[src/rtl/adc_stream_arbiter.sv]
// ---------------------------------------------------------------------------
// adc_stream_arbiter
//
// Merges two AXI-Stream sources (A and B) into one S2MM stream, one whole
// packet at a time. The packet length comes from config_reg, which is
// sampled when a grant is issued. While a grant is held, the granted
// source is wired straight through to the output. The non-granted source
// is stalled. When both sources request at the same time, the source that
// was not granted last wins. After reset, A wins first.
//
// Ports
//   aclk, areset          : clock, synchronous active-high reset
//   s_axis_a_*            : source A stream (tdata/tvalid in, tready out)
//   s_axis_b_*            : source B stream (tdata/tvalid in, tready out)
//   m_axis_s2mm_*         : merged stream (tdata/tvalid/tlast/tuser out,
//                           tready in); tuser = source id (0=A, 1=B)
//   config_reg            : packet length in words, 0 = no new grants
//   packet_count          : completed packets, wraps at 2^32
//   busy                  : high while a packet is granted
// ---------------------------------------------------------------------------
module adc_stream_arbiter #(
   parameter int DATA_WIDTH = 32
) (
   input  logic                  aclk,
   input  logic                  areset,

   input  logic [DATA_WIDTH-1:0] s_axis_a_tdata,
   input  logic                  s_axis_a_tvalid,
   output logic                  s_axis_a_tready,

   input  logic [DATA_WIDTH-1:0] s_axis_b_tdata,
   input  logic                  s_axis_b_tvalid,
   output logic                  s_axis_b_tready,

   output logic [DATA_WIDTH-1:0] m_axis_s2mm_tdata,
   output logic                  m_axis_s2mm_tvalid,
   output logic                  m_axis_s2mm_tlast,
   output logic                  m_axis_s2mm_tuser,
   input  logic                  m_axis_s2mm_tready,

   input  logic [31:0]           config_reg,
   output logic [31:0]           packet_count,
   output logic                  busy
);

   typedef enum logic [1:0] {
      IDLE    = 2'd0,
      GRANT_A = 2'd1,
      GRANT_B = 2'd2
   } state_t;

   state_t      state_reg,        state_next;
   logic        last_grant_b_reg, last_grant_b_next;
   logic [31:0] len_reg,          len_next;
   logic [31:0] beat_reg,         beat_next;
   logic [31:0] packet_count_reg, packet_count_next;

   // Internal helpers for the grant-phase datapath
   logic        last_beat;
   logic        beat_fire;

   // -----------------------------------------------------------------------
   // State register
   // -----------------------------------------------------------------------
   always_ff @(posedge aclk) begin
      if (areset) begin
         state_reg        <= IDLE;
         last_grant_b_reg <= 1'b1;   // pretend B was last so A wins first
         len_reg          <= '0;
         beat_reg         <= '0;
         packet_count_reg <= '0;
      end else begin
         state_reg        <= state_next;
         last_grant_b_reg <= last_grant_b_next;
         len_reg          <= len_next;
         beat_reg         <= beat_next;
         packet_count_reg <= packet_count_next;
      end
   end

   // -----------------------------------------------------------------------
   // Next-state and output logic
   // -----------------------------------------------------------------------
   always_comb begin
      state_next         = state_reg;
      last_grant_b_next  = last_grant_b_reg;
      len_next           = len_reg;
      beat_next          = beat_reg;
      packet_count_next  = packet_count_reg;

      s_axis_a_tready    = 1'b0;
      s_axis_b_tready    = 1'b0;
      m_axis_s2mm_tdata  = '0;
      m_axis_s2mm_tvalid = 1'b0;
      m_axis_s2mm_tlast  = 1'b0;
      m_axis_s2mm_tuser  = 1'b0;
      busy               = 1'b0;
      last_beat          = 1'b0;
      beat_fire          = 1'b0;

      case (state_reg)
         IDLE: begin
            // config_reg is only looked at here. A packet that is already
            // running always finishes with the length it latched.
            if (config_reg != 32'd0) begin
               if (s_axis_a_tvalid && (!s_axis_b_tvalid || last_grant_b_reg)) begin
                  state_next        = GRANT_A;
                  last_grant_b_next = 1'b0;
                  len_next          = config_reg;
                  beat_next         = '0;
               end else if (s_axis_b_tvalid) begin
                  state_next        = GRANT_B;
                  last_grant_b_next = 1'b1;
                  len_next          = config_reg;
                  beat_next         = '0;
               end
            end
         end

         GRANT_A: begin
            m_axis_s2mm_tdata  = s_axis_a_tdata;
            m_axis_s2mm_tvalid = s_axis_a_tvalid;
            m_axis_s2mm_tuser  = 1'b0;
            s_axis_a_tready    = m_axis_s2mm_tready;
         end

         GRANT_B: begin
            m_axis_s2mm_tdata  = s_axis_b_tdata;
            m_axis_s2mm_tvalid = s_axis_b_tvalid;
            m_axis_s2mm_tuser  = 1'b1;
            s_axis_b_tready    = m_axis_s2mm_tready;
         end

         default: begin
            state_next = IDLE;
         end
      endcase

      if (state_reg == GRANT_A || state_reg == GRANT_B) begin
         busy      = 1'b1;
         last_beat = (beat_reg == len_reg - 32'd1);
         beat_fire = m_axis_s2mm_tvalid && m_axis_s2mm_tready;
         // tlast is only shown with a valid word. A stalled source never
         // presents a dangling tlast.
         m_axis_s2mm_tlast = m_axis_s2mm_tvalid && last_beat;

         // A dropped tvalid only stalls the packet. There is no timeout,
         // so the grant stays with the current source.
         if (beat_fire) begin
            if (last_beat) begin
               packet_count_next = packet_count_reg + 32'd1;
               beat_next         = '0;
               state_next        = IDLE;   // forces at least one idle cycle
            end else begin
               beat_next = beat_reg + 32'd1;
            end
         end
      end
   end

   assign packet_count = packet_count_reg;

endmodule

[config.mk]
export PLATFORM = sky130hd
export DESIGN_NAME = adc_stream_arbiter
export DESIGN_NICKNAME = d
export VERILOG_FILES = /design/src/rtl/adc_stream_arbiter.sv
export SDC_FILE = /design/constraint.sdc
export NUM_CORES = 1
export LEC_CHECK = 0
export CAP_MARGIN = 20
export CORE_ASPECT_RATIO = 0.8
export CORE_MARGIN = 3
export CORE_UTILIZATION = 31
export DETAILED_ROUTE_END_ITERATION = 12
export HOLD_SLACK_MARGIN = 0.02
export SYNTH_ARGS = -nofsm -noshare
export SYNTH_HDL_FRONTEND = slang
export SYNTH_SLANG_ARGS = --single-unit
[constraint.sdc]
create_clock -name aclk -period 3.4 [get_ports aclk]
set_clock_uncertainty 0.05 [all_clocks]
set_input_delay 0.68 -clock aclk [delete_from_list [all_inputs] [get_ports aclk]]
set_output_delay 0.68 -clock aclk [all_outputs]
set_load 0.05 [all_outputs]
==> parameters.txt <==
Parameter                              Value

Power and ir drop
  Static leakage power    3.61 nW
  Net load switching power    1.23 mW
  Int Pwr    2.41 mW
  Switching Fraction    33.8%
  Proportion of power drawn by the clock network    30.0%
  Power per Cell Area    370 nW/um^2
  Power share of the sequential group    34.8%
  Pwr Total    3.63 mW
  Peak supply drop    281 uV
  Combinational cell fraction of total power    35.2%

Synthesis
  Ys async rst share    0%
  Biggest area contributors in the synthesized netlist    sky130_fd_sc_hd__dfxtp_1 (30%), sky130_fd_sc_hd__nor2b_1 (6.1%), sky130_fd_sc_hd__nor2_1 (5.7%), sky130_fd_sc_hd__mux2i_1 (5.6%), sky130_fd_sc_hd__nand3_1 (5.0%)
  Post-synthesis cell area    6610 sq um
  Post-synthesis sequential area ratio    30.0%
  Mean Syn Cell Area    7.70 sq um
  Mapped Cells    858
  Count of flip-flops with a built-in enable after synthesis    0
  Cell with the most instances after synthesis    sky130_fd_sc_hd__nor2_1
  Seq cells post-synth    99
  Commonest cells post-synth    sky130_fd_sc_hd__nor2_1 (100), sky130_fd_sc_hd__dfxtp_1 (99), sky130_fd_sc_hd__nand3_1 (66)
  Count of warnings emitted by yosys    0
  Post-Synthesis Net Count    965
  Yosys top cell by area    sky130_fd_sc_hd__dfxtp_1
  Netlist cell types    63
  Proportion of netlist area held by the largest area contributor    30.0%
  Flip-flop cell with the highest count after synthesis    sky130_fd_sc_hd__dfxtp_1

Placed design
  Count of buffers from port buffering    170
  Count of placed standard cells including taps    1296
  Routability Congestion    0.893
  Area after detailed placement    9140 sq um
  Post-DP HPWL    16100 um
  Worst-case setup slack after placement    -0.0435 ns

Job
  Reported max-cap violation count    0

Critical path
  Slowest stage cell on the critical path    sky130_fd_sc_hd__or4_4
  Top delay family on crit path    simple AND/OR/NAND/NOR gates
  Critical path startpoint category    register
  Category of the most critical setup path    reg -> out
  Largest fanout on the critical path    3
  Bufs and invs on worst path    2
  List of cells traversed by the critical path    buf_6 -> or4_4 -> or4_4 -> a21oi_2 -> a21oi_2 -> nor4_2 -> nand3b_1 -> nor3_2 -> clkbuf_16
  Arrival time worst endpoint    2.95 ns
  Delay contributed by the slowest stage of the critical path    0.53 ns
  Required time at the worst-slack endpoint    2.67 ns
  Endpoint class of the critical path    output port

Final layout
  Layout cell share with drive strength beyond 1    18.8%
  Fillers    2030
  NumNets Final    1163
  Count of inserted antenna diode cells    0
  Final design instance area without fill    9830 sq um
  Non-filler instance count after layout    1330
  Synth-to-Final Area Change    48.8%
  End-of-flow core utilization    47.2%

Route
  Vias per Instance    5.33
  Via total after detailed routing    7091
  Routed wirelength normalized by instance count    16.4 um
  Detailed Routing Iterations Pass 1    5
  DRC errors left    0
  Iteration-0 DRC Markers    640
  DRT Wirelength    21800 um
  Antenna Violating Nets Remaining    0

Die
  Row Count    47
  Total Die Area    23100 sq um
  Die X-Extent    169 um
  Initial standard-cell utilization of the core    31.7%
  Die span in y    137 um
  Number of I/O pins    171
  CORE AREA    20800 sq um

CTS
  Clock Pin Slew Worst Setup and Hold Paths    0.08 ns
  Max clock buf depth    2
  CTS tree    done
  Library cell used as clock root buffer    sky130_fd_sc_hd__clkbuf_16
  Total clock sinks    99
  H-tree levels    3
  Clock latency reported for the late side of the worst-skew pair    0.36 ns
  Total CTS buffers    9

Global route
  Maximum number of pins on one net before global-route repair    49
  Number of global-route vias before repair    6102
  Total global routing track utilization    17.6%
  Total grt overflow    0
  First-pass GRT wire length    33100 um
  Antenna violations before repair    0

STA
  Post-route fraction of the period consumed by the critical path    108%
  Setup repair after global routing missed its margin    true
  Slew at the pin closest to its max-slew limit    0.618 ns
  Max-slew headroom    58.7%
  Hold Vio Cnt, Final    0
  Setup-violating endpoint count in the final report    1
  Max-slew violation count    0
  Crit path time final    3.68 ns
  Post-route setup slack    -0.276 ns
  Fmax    272 MHz

Hold path
  Worst hold-check path type    reg -> reg

Run status
  Run status    finished, violations left
  Violations in the final reports    negative setup slack
tightest hold or removal path: stages (launching register included):
cell and delay, ns:
sky130_fd_sc_hd__dfxtp_1 0.35, sky130_fd_sc_hd__nand2_1 0.07, sky130_fd_sc_hd__nand2_1 0.04
power by group through the flow:
stage / clock (mW) / combinational, mW / sequential [mW]
after floorplan: 0 / 0.704 / 1.27
after global placement: 0 / 1.18 / 1.29
after detailed placement: 0 / 1.18 / 1.29
after CTS: 1.12 / 1.23 / 1.26
after global routing: 1.15 / 1.37 / 1.27
final: 1.09 / 1.28 / 1.27
logic make-up after synthesis:
kind of cell	share of synthesized area, %
flip-flops	30.0
adder cells (fa/ha/maj)	1.14
multiplexers	9.70
AO/OA/AOI/OAI	12.7
AND/OR/NAND/NOR	35.4
buffers and inverters	5.06
XOR/XNOR	5.96
metal layers:
layer	up-vias	global-route usage [%]	wire, um
met5	-	0	0
met3	26	3.58	1830
li1	3491	-	-
met4	0	3.45	292
met1	3277	25.9	10200
met2	297	26.6	9510
per-stage QoR:
stage | setup TNS, ns | hold slack (ns)
final | -0.276 | 0.448
after global routing | -2.65 | 0.488
after CTS | -0.311 | 0.451
after detailed placement | -0.271 | 0.441
after global placement | -0.0182 | 0.432
after floorplan | -0.217 | 0.407
worst paths after layout:
kind                            slack, ns               startpoint                       endpoint  depth (start not counted)
worst max-delay path                -0.28  len_reg[0]$_SDFFE_PP0P_              m_axis_s2mm_tlast                          9
worst min-delay path                 0.45  beat_reg[31]$_SDFF_PP0_        beat_reg[31]$_SDFF_PP0_                          2
worst max register to register       0.04  len_reg[1]$_SDFFE_PP0P_  packet_count[18]$_SDFFE_PP0P_                         13
worst min register to register       0.45  beat_reg[31]$_SDFF_PP0_        beat_reg[31]$_SDFF_PP0_                          2
cell type report:
type | count | area, sq um | area share [%]
flip-flops and latches | 99 | 1990 | 20.2
clock buffers | 9 | 225 | 2.29
multi-input cells | 676 | 4510 | 45.9
repair buffers | 241 | 2580 | 26.2
well taps | 269 | 337 | 3.42
inverters | 29 | 109 | 1.11
clock inverters | 7 | 85.1 | 0.865
placed cells by master, fill, tap and decap left out, drive strengths merged, types with 31 or more instances in the layout:
| cell type | synthesis | final |
|---|---|---|
| clkdlybuf4s50 | 0 | 132 |
| buf | 11 | 107 |
| nor2 | 100 | 100 |
| dfxtp | 99 | 99 |
| nand3 | 67 | 68 |
| nor2b | 64 | 64 |
| nand2 | 53 | 53 |
| nor3 | 42 | 42 |
| mux2i | 37 | 37 |
| xnor2 | 34 | 34 |
| a22oi | 33 | 33 |
| inv | 29 | 31 |
| nor4 | 31 | 31 |
timing repair:
item                                    CTS  global route
resized for setup                        21            31
setup buffers                             6            10
hold buffers                              0             0
endpoints found under the setup margin   17            57
pin swaps                                11             9
cloned                                    1             1
Power figures use the tool's default switching activity.
